File: src/rtl/i2s_pkg.sv
// Shared I2S constants and the receiver state type; also used by the transmit path.
package i2s_pkg;

    localparam int I2S_SLOT_BITS = 32;
    localparam int MCLK_HALF     = 2;
    localparam int SLOT_W        = $clog2(I2S_SLOT_BITS);

    typedef enum logic [1:0] {
        WAIT_FRAME,
        CAP_L,
        CAP_R
    } i2s_rx_state_t;

endpackage

File: src/rtl/i2s_clkgen.sv
// I2S clock divider: mclk = clk/(2*MCLK_HALF), bclk = clk/(2*BCLK_HALF), lrclk toggles every 32 bclk.
// bclk_rise/bclk_fall are one-cycle strobes aligned with the new bclk level; slot_idx and lrclk move with bclk_fall.
module i2s_clkgen
    import i2s_pkg::*;
#(
    parameter int BCLK_HALF = 8
) (
    input  logic              clk,
    input  logic              rst_n,
    output logic              mclk,
    output logic              bclk,
    output logic              lrclk,
    output logic              bclk_rise,
    output logic              bclk_fall,
    output logic [SLOT_W-1:0] slot_idx
);

    localparam int MC_W = (MCLK_HALF > 1) ? $clog2(MCLK_HALF) : 1;
    localparam int BC_W = $clog2(BCLK_HALF);

    logic [MC_W-1:0] mclk_cnt;
    logic [BC_W-1:0] bclk_cnt;

    always_ff @(posedge clk or negedge rst_n) begin
        if (!rst_n) begin
            mclk_cnt  <= '0;
            bclk_cnt  <= '0;
            mclk      <= 1'b0;
            bclk      <= 1'b0;
            lrclk     <= 1'b0;
            bclk_rise <= 1'b0;
            bclk_fall <= 1'b0;
            slot_idx  <= '0;
        end else begin
            bclk_rise <= 1'b0;
            bclk_fall <= 1'b0;

            if (mclk_cnt == MC_W'(MCLK_HALF - 1)) begin
                mclk_cnt <= '0;
                mclk     <= ~mclk;
            end else begin
                mclk_cnt <= mclk_cnt + 1'b1;
            end

            if (bclk_cnt == BC_W'(BCLK_HALF - 1)) begin
                bclk_cnt <= '0;
                bclk     <= ~bclk;
                if (!bclk) begin
                    bclk_rise <= 1'b1;
                end else begin
                    // Slot and word-select change only on the falling edge, as the codec expects.
                    bclk_fall <= 1'b1;
                    slot_idx  <= slot_idx + 1'b1;
                    if (slot_idx == SLOT_W'(I2S_SLOT_BITS - 1)) begin
                        lrclk <= ~lrclk;
                    end
                end
            end else begin
                bclk_cnt <= bclk_cnt + 1'b1;
            end
        end
    end

endmodule

File: src/rtl/i2s_audio_in.sv
// I2S master receiver: drives codec clocks, deserialises sdata into stereo frames, offers them via valid/ready.
// Capture lags the bclk rising edge by 2 clk (synchroniser); a frame commits 1 clk after the right word latches.
module i2s_audio_in
    import i2s_pkg::*;
#(
    parameter int clk_mhz   = 50,
    parameter int out_res   = 16,
    parameter int BCLK_HALF = 8
) (
    input  logic               clk,
    input  logic               rst_n,
    input  logic               sdata,
    output logic               mclk,
    output logic               bclk,
    output logic               lrclk,
    output logic [out_res-1:0] sample_l,
    output logic [out_res-1:0] sample_r,
    output logic               sample_valid,
    input  logic               sample_ready,
    output logic               overrun,
    input  logic               clr_overrun
);

    if (out_res < 1 || out_res > 31) begin : g_bad_res
        $error("i2s_audio_in: out_res must be in 1..31");
    end
    if (BCLK_HALF < 4 || (BCLK_HALF % 2) != 0) begin : g_bad_half
        $error("i2s_audio_in: BCLK_HALF must be even and >= 4");
    end
    if (clk_mhz <= 0) begin : g_bad_clk
        $error("i2s_audio_in: clk_mhz must be positive");
    end

    logic              bclk_rise;
    logic              bclk_fall;
    logic [SLOT_W-1:0] slot_idx;

    i2s_clkgen #(
        .BCLK_HALF (BCLK_HALF)
    ) u_clkgen (
        .clk       (clk),
        .rst_n     (rst_n),
        .mclk      (mclk),
        .bclk      (bclk),
        .lrclk     (lrclk),
        .bclk_rise (bclk_rise),
        .bclk_fall (bclk_fall),
        .slot_idx  (slot_idx)
    );

    logic               sync_1;
    logic               sync_2;
    logic               cap_stb;
    i2s_rx_state_t      state;
    logic [out_res-1:0] shift;
    logic [out_res-1:0] shift_nxt;
    logic [out_res-1:0] hold_l;
    logic [out_res-1:0] hold_r;
    logic               commit;
    logic               in_word;
    logic               last_bit;

    // Slot 0 carries the I2S one-bit delay; slots past out_res are padding.
    assign in_word   = (slot_idx != '0) && (slot_idx <= SLOT_W'(out_res));
    assign last_bit  = (slot_idx == SLOT_W'(out_res));
    assign shift_nxt = out_res'({shift, sync_2});

    always_ff @(posedge clk or negedge rst_n) begin
        if (!rst_n) begin
            sync_1  <= 1'b0;
            sync_2  <= 1'b0;
            cap_stb <= 1'b0;
        end else begin
            sync_1  <= sdata;
            sync_2  <= sync_1;
            cap_stb <= bclk_rise;
        end
    end

    always_ff @(posedge clk or negedge rst_n) begin
        if (!rst_n) begin
            state  <= WAIT_FRAME;
            shift  <= '0;
            hold_l <= '0;
            hold_r <= '0;
            commit <= 1'b0;
        end else begin
            commit <= 1'b0;

            // A bclk_fall strobe with slot 0 marks the lrclk edge that just happened.
            if (bclk_fall && slot_idx == '0) begin
                case (state)
                    WAIT_FRAME: if (!lrclk) state <= CAP_L;
                    CAP_L:      if (lrclk)  state <= CAP_R;
                    CAP_R:      if (!lrclk) state <= CAP_L;
                    default:    state <= WAIT_FRAME;
                endcase
            end

            if (cap_stb && in_word && state != WAIT_FRAME) begin
                shift <= shift_nxt;
                if (last_bit) begin
                    if (state == CAP_L) begin
                        hold_l <= shift_nxt;
                    end else begin
                        hold_r <= shift_nxt;
                        commit <= 1'b1;
                    end
                end
            end
        end
    end

    always_ff @(posedge clk or negedge rst_n) begin
        if (!rst_n) begin
            sample_l     <= '0;
            sample_r     <= '0;
            sample_valid <= 1'b0;
            overrun      <= 1'b0;
        end else begin
            if (commit) begin
                sample_l     <= hold_l;
                sample_r     <= hold_r;
                sample_valid <= 1'b1;
            end else if (sample_valid && sample_ready) begin
                sample_valid <= 1'b0;
            end

            // A new overrun outranks a simultaneous clear.
            if (commit && sample_valid && !sample_ready) begin
                overrun <= 1'b1;
            end else if (clr_overrun) begin
                overrun <= 1'b0;
            end
        end
    end

endmodule

File: config.mk
export PLATFORM = sky130hd
export DESIGN_NAME = i2s_audio_in
export DESIGN_NICKNAME = d
export VERILOG_FILES = /design/src/rtl/i2s_pkg.sv /design/src/rtl/i2s_clkgen.sv /design/src/rtl/i2s_audio_in.sv
export SDC_FILE = /design/constraint.sdc
export NUM_CORES = 1
export LEC_CHECK = 0
export BUFFER_PORTS_ARGS = -buffer_cell sky130_fd_sc_hd__buf_2
export CORE_MARGIN = 1.5
export CORE_UTILIZATION = 57
export DETAILED_ROUTE_END_ITERATION = 10
export HOLD_SLACK_MARGIN = 0.15
export PLACE_DENSITY = 0.78
export SKIP_CTS_REPAIR_TIMING = 1
export SLEW_MARGIN = 20
export SYNTH_ARGS = -nofsm -noshare
export SYNTH_HDL_FRONTEND = slang
export SYNTH_SLANG_ARGS = --single-unit
File: constraint.sdc
create_clock -name clk -period 2.6 [get_ports clk]
set_input_delay 0.13 -clock clk [delete_from_list [all_inputs] [get_ports clk]]
set_output_delay 0.13 -clock clk [all_outputs]
set_load 0.05 [all_outputs]
-- Word level (Yosys, flattened, before mapping)
Cells that the tools add are included.
- add/subtract/negate cells: 3
- $lt $le $gt $ge: 1
- eq/ne operators: 7
- muxes and demuxes: 16
- bitwise gates (word level): 4
- reduce and logical (&&, ||, !) cells: 20
- operators by type and width (kind ; number):
    $mux W1 ; 12
    $reduce_and A3 Y1 ; 4
    $eq A5 B5 Y1 const B ; 2
    $logic_and A1 B1 Y1 ; 7
    $reduce_bool A2 Y1 ; 3
    $add A5 B1 Y5 const B ; 1
    $le A5 B5 Y1 const B ; 1
    $logic_not A5 Y1 ; 1
    $reduce_bool A5 Y1 ; 1
    $mux W2 ; 2
    $not A1 Y1 ; 4
    $pmux W2 S2 ; 1
    $add A3 B1 Y3 const B ; 1
    $eq A3 B3 Y1 const B ; 1
    $mux W3 ; 1
    $eq A2 B1 Y1 const B ; 1
    $eq A2 B2 Y1 const B ; 1
    $logic_not A2 Y1 ; 1
    $ne A2 B1 Y1 const B ; 1
    $ne A2 B2 Y1 const B ; 1
    $reduce_and A2 Y1 ; 1
    $reduce_or A2 Y1 ; 1
    $add A1 B1 Y1 const B ; 1
    $logic_not A1 Y1 ; 1
- register bits: 101
- output and inout bits: 37
- logic and storage cells: 71

-- Longest topological paths before layout
- depth after elaboration: 5
- depth in mapped cells: 9

-- Modules after synthesis
A second synthesis with hierarchy kept.
- cell total of the unflattened synthesis: 230
- area, all modules: 3940.0 um^2
- modules (own cells, without submodules) (module ; times used ; cells each ; area each (um^2) ; sequential area each (um^2)):
    i2s_audio_in ; 1 ; 195 ; 3369.5 ; 2177.1
    i2s_clkgen ; 1 ; 35 ; 570.5 ; 350.3

-- Least setup slack after synthesis
No wires, ideal clock.
- path type: register to register
- from: reg u_clkgen.slot_idx[0]
- to: reg hold_l[10]
- library setup time: 0.125 ns
- arrival time: 2.033 ns
- path slack: 0.442 ns
- cell stages (with the launch flop): 10
- clock period less this slack: 2.158 ns
- cell sequence: dfrtp_1 -> inv_1 -> ha_1 -> nor3b_2 -> ha_1 -> and4b_1 -> and3_1 -> buf_6 -> buf_12 -> mux2_4
- word-level cells in the longest chain between the ends: 5
- elaborated cells on any way between the ends: 7
- those cells by class: 1 x order compare; 1 x eq/ne; 5 x reduce/logical
- RTL lines (item ; RTL line ; text):
    start, declared ; i2s_clkgen.sv:15 ; output logic [SLOT_W-1:0] slot_idx
    start signal, assigned ; i2s_clkgen.sv:53 ; slot_idx <= slot_idx + 1'b1;
    $le A5 B5 Y1 / $reduce_bool A5 Y1 (equally long branches) ; i2s_audio_in.sv:64 ; assign in_word = (slot_idx != '0) && (slot_idx <= SLOT_W'(out_res));
    $logic_and A1 B1 Y1 ; i2s_audio_in.sv:64 ;
    $logic_and A1 B1 Y1 (2 in a row) ; i2s_audio_in.sv:100 ; if (cap_stb && in_word && state != WAIT_FRAME) begin
    $reduce_and A3 Y1 (no line) (*) ; n/a ;
    end signal, assigned ; i2s_audio_in.sv:104 ; hold_l <= shift_nxt;
    end, declared ; i2s_audio_in.sv:57 ; logic [out_res-1:0] hold_l;
Mark *: on every way between the ends. The rest lies on a longest branch, timed or not.
A chain may end at the register's enable or synchronous reset.

-- Worst setup path after layout
- from: reg u_clkgen.slot_idx[0]
- to: reg hold_r[0]
- word-level cells in the longest chain between the ends: 5
- elaborated cells on any way between the ends: 7
- those cells by class: 1 x order compare; 1 x eq/ne; 5 x reduce/logical
- RTL lines (item ; RTL line ; text):
    $le A5 B5 Y1 / $reduce_bool A5 Y1 (equally long branches) ; i2s_audio_in.sv:64 ;
    $logic_and A1 B1 Y1 ; i2s_audio_in.sv:64 ;
    $logic_and A1 B1 Y1 (2 in a row) ; i2s_audio_in.sv:100 ;
    $reduce_and A3 Y1 (no line) (*) ; n/a ;
    end signal, assigned ; i2s_audio_in.sv:106 ; hold_r <= shift_nxt;
    end, declared ; i2s_audio_in.sv:58 ; logic [out_res-1:0] hold_r;
Marks and branches as above.

==> impl_metrics.yaml <==
cts:
  cts_sinks: 101
  cts_buffers: 9
  cts_buffer_depth: 2
  cts_root_buffer: "clkbuf_8"
  clock_latency_ns: 0.34
  cts_tree: "done"
  cts-htree-levels: 3
  path_clk_slew_ns: 0.08
timing:
  fin_skew_ns: 0.008268
  period_share_pct: 88.77
  tns_ns: 0
  hold_violations: 0
  fin_crit_ns: 2.308
  setup_viol: 0
  drv_slew: 0
  tightest_slew_ns: 0.8305
  relSlewSlack_pct: 44.47
  worst_slack_ns: 0.2920
  fmax_mhz: 433.3
  rsz0062_at_grt: "no"
grt:
  gr-total-overflow: 0
  grt_pass1_wl_um: 9487
  grt_max_degree: 53
  antenna_found_initial: 0
  track_usage_pct: 17.09
  grt_pass1_vias: 1978
logic_synthesis:
  yosysTopAreaCell: "dfrtp_1"
  synthXorXnorAreaFrac_pct: 1.357
  syn-instance-count: 236
  synth_top_family_by_area: "multiplexers"
  yosysWarningCount: 0
  synthDistinctLibCells: 27
  synth_simple_gate_area_share_pct: 3.103
  synth_fa_ha_area_share_pct: 2.262
  syn_avg_cell_area_um2: 16.40
  synth_area_um2: 3871
  synthMuxAreaShare_pct: 23.95
  ys_ff_latch: 101
  synth_compound_area_share_pct: 1.681
  ys_seq_area_share_pct: 65.29
  synthTopCellsByArea: "dfrtp_1 65%, mux2_2 20%, mux2_4 3.9%"
  synth_nets: 248
  synth.top_cell.area_share_pct: 65.29
floorplan:
  num_io_pins: 42
  die_area_um2: 7295
  row_count: 29
  initial_core_util_pct: 59.94
  die_w_um: 85.41
  core-area_um2: 6459
  fp.dieH_um: 85.41
placed_design:
  port_buffers: 41
  placed_area_um2: 4151
  place_ws_ns: 0.3005
  gp_congestion: 0.6988
  dp_hpwl_um: 3763
power_and_ir_drop:
  pwr-share-seq_pct: 61.8
  clockPowerShare_pct: 36.6
  p_sw_mw: 0.5012
  comb_power_share_pct: 1.5
  power.internal_mw: 2.040
  power_leakage_nw: 2.414
  power_switching_share_pct: 19.72
  vdd_drop_max_mv: 0.3155
  powerDensity_nw_per_um2: 580.0
cells_and_area:
  layout.nets: 302
  syn_to_final_growth_pct: 13.19
  n_fill_cell: 461
  drive_gt1_share_pct: 48.46
  fin_area_um2: 4382
  antennaDiodeCount: 0
worst_setup_path:
  critPathArrivalTime_ns: 2.54
  criticalPathCategory: "reg -> reg"
  worst_setup_path_end_kind: "flip-flop"
  start_kind: "flip-flop"
  worstPathMaxFanout: 16
  required_ns: 2.83
job:
  maxCapViolCount: 0
detailed_routing:
  dr.pass1.iters: 7
  drt_iter0_markers: 67
  drcViolationCount: 5
  via_per_inst: 5.373
  totalWireLength_um: 5754
  vias: 1988
  wl_per_cell_um: 15.55
  postRouteAntennaNets: 0
outcome:
  status: "complete, but fails checks"
  violations: "DRC"
worst_hold_path:
  hold_path_class: "in -> async"
-- cell families (layout without fill, tap and decap cells) --
kind of cell | count (synthesis) | in the layout
mux | 79 | 79
xor+xnor | 6 | 6
compound gates | 9 | 9
flops | 101 | 101
fa+ha+maj | 7 | 7
simple gates | 19 | 19
buf+inv | 15 | 72
-- path summary, 6_finish.rpt --
check / start / end / slack [ns] / depth (start not counted)
hold reg to reg: sync_1$_DFF_PN0_ / sync_2$_DFF_PN0_ / 0.35 / 0
hold / removal: rst_n / hold_l[11]$_DFFE_PN0P_ / 0.35 / 2
setup / recovery: u_clkgen.slot_idx[0]$_DFFE_PN0P_ / hold_r[0]$_DFFE_PN0P_ / 0.29 / 7
max in group asynchronous: rst_n / u_clkgen.slot_idx[1]$_DFFE_PN0P_ / 1.47 / 3
setup reg to reg: u_clkgen.slot_idx[0]$_DFFE_PN0P_ / hold_r[0]$_DFFE_PN0P_ / 0.29 / 7
min in group clk: sync_1$_DFF_PN0_ / sync_2$_DFF_PN0_ / 0.35 / 0
-- per-layer routing --
layer | up-vias | wire, um | global-route usage [%]
li1 | 923 | - | -
met1 | 1024 | 2698 | 23.26
met2 | 35 | 2797 | 26.49
met3 | 6 | 190 | 4.086
met4 | 0 | 68 | 7.478
met5 | - | 0 | 0
-- per-stage QoR --
stage / power [mW] / hold slack [ns] / std cells / utilization, %
after floorplan: 1.604 / -0.1656 / 236 / -
after global placement: 1.639 / 0.1887 / 351 / 64.28
after detailed placement: 1.640 / 0.1926 / 351 / 64.28
after CTS: 2.565 / -0.1888 / 365 / 67.07
after global routing: 2.631 / 0.3584 / 370 / 67.84
final: 2.541 / 0.3535 / 370 / 67.84
-- layout make-up --
cell class	instances	area (um2)	area share, %
flip-flops and latches	101	2527	57.68
multi-input cells	120	1252	28.58
repair buffers	52	302.8	6.910
clock buffers	12	145.1	3.312
well taps	77	96.34	2.199
clock inverters	2	35.03	0.7995
inverters	6	22.52	0.5140
-- cell usage after synthesis --
library cell,number
and2_1,2
o21ai_0,4
mux2_4,10
buf_12,1
nand3b_1,1
a32o_1,1
a211oi_1,1
and3_1,2
buf_2,3
and3_2,1
nand4_1,1
xnor2_1,4
buf_6,2
a21o_1,2
dfrtp_1,101
o211ai_2,1
and4b_1,1
xor2_1,2
nor2_1,1
ha_1,7
nor2b_1,3
clkbuf_1,3
mux2_2,69
inv_1,6
nor3b_2,1
nand2_1,5
nand3_2,1
-- registers in the layout, indices dropped and copies added (netlist names), 2 cells and up --
| name | count |
|---|---|
| state | 2 |
| hold_r | 16 |
| shift | 15 |
| hold_l | 16 |
| u_clkgen.slot_idx | 5 |
| sample_l | 16 |
| sample_r | 16 |
| u_clkgen.bclk_cnt | 3 |
-- critical path: stages (launching register included) --
cell,delay (ns)
dfrtp_1,0.40
inv_1,0.09
ha_1,0.14
nor3b_2,0.28
ha_1,0.32
and3_2,0.24
nand3_2,0.32
mux2_2,0.39
-- cells in the final DEF, fill, tap and decap left out, drive strengths merged --
cell type and n:
dfrtp 101, mux2 79, buf 47, clkbuf 12, ha 7, inv 6
nand2 5, dlygate4sd3 5, xnor2 4, o21ai 4, nor2b 3, and3 3
and2 2, a21o 2, xor2 2, nor2 1, nor3b 1, nand4 1
o211ai 1, and4b 1, a211oi 1, nand3 1, nand3b 1, a32o 1
clkinv 1, bufinv 1
-- power by group through the flow --
stage	combinational, mW	sequential (mW)	clock [mW]
final	0.0393	1.57	0.931
after global placement	0.0362	1.60	0
after global routing	0.0472	1.57	1.01
after CTS	0.0369	1.57	0.957
after detailed placement	0.0370	1.60	0
after floorplan	0.000775	1.60	0
Note: power is estimated with default switching activity, not from simulation.
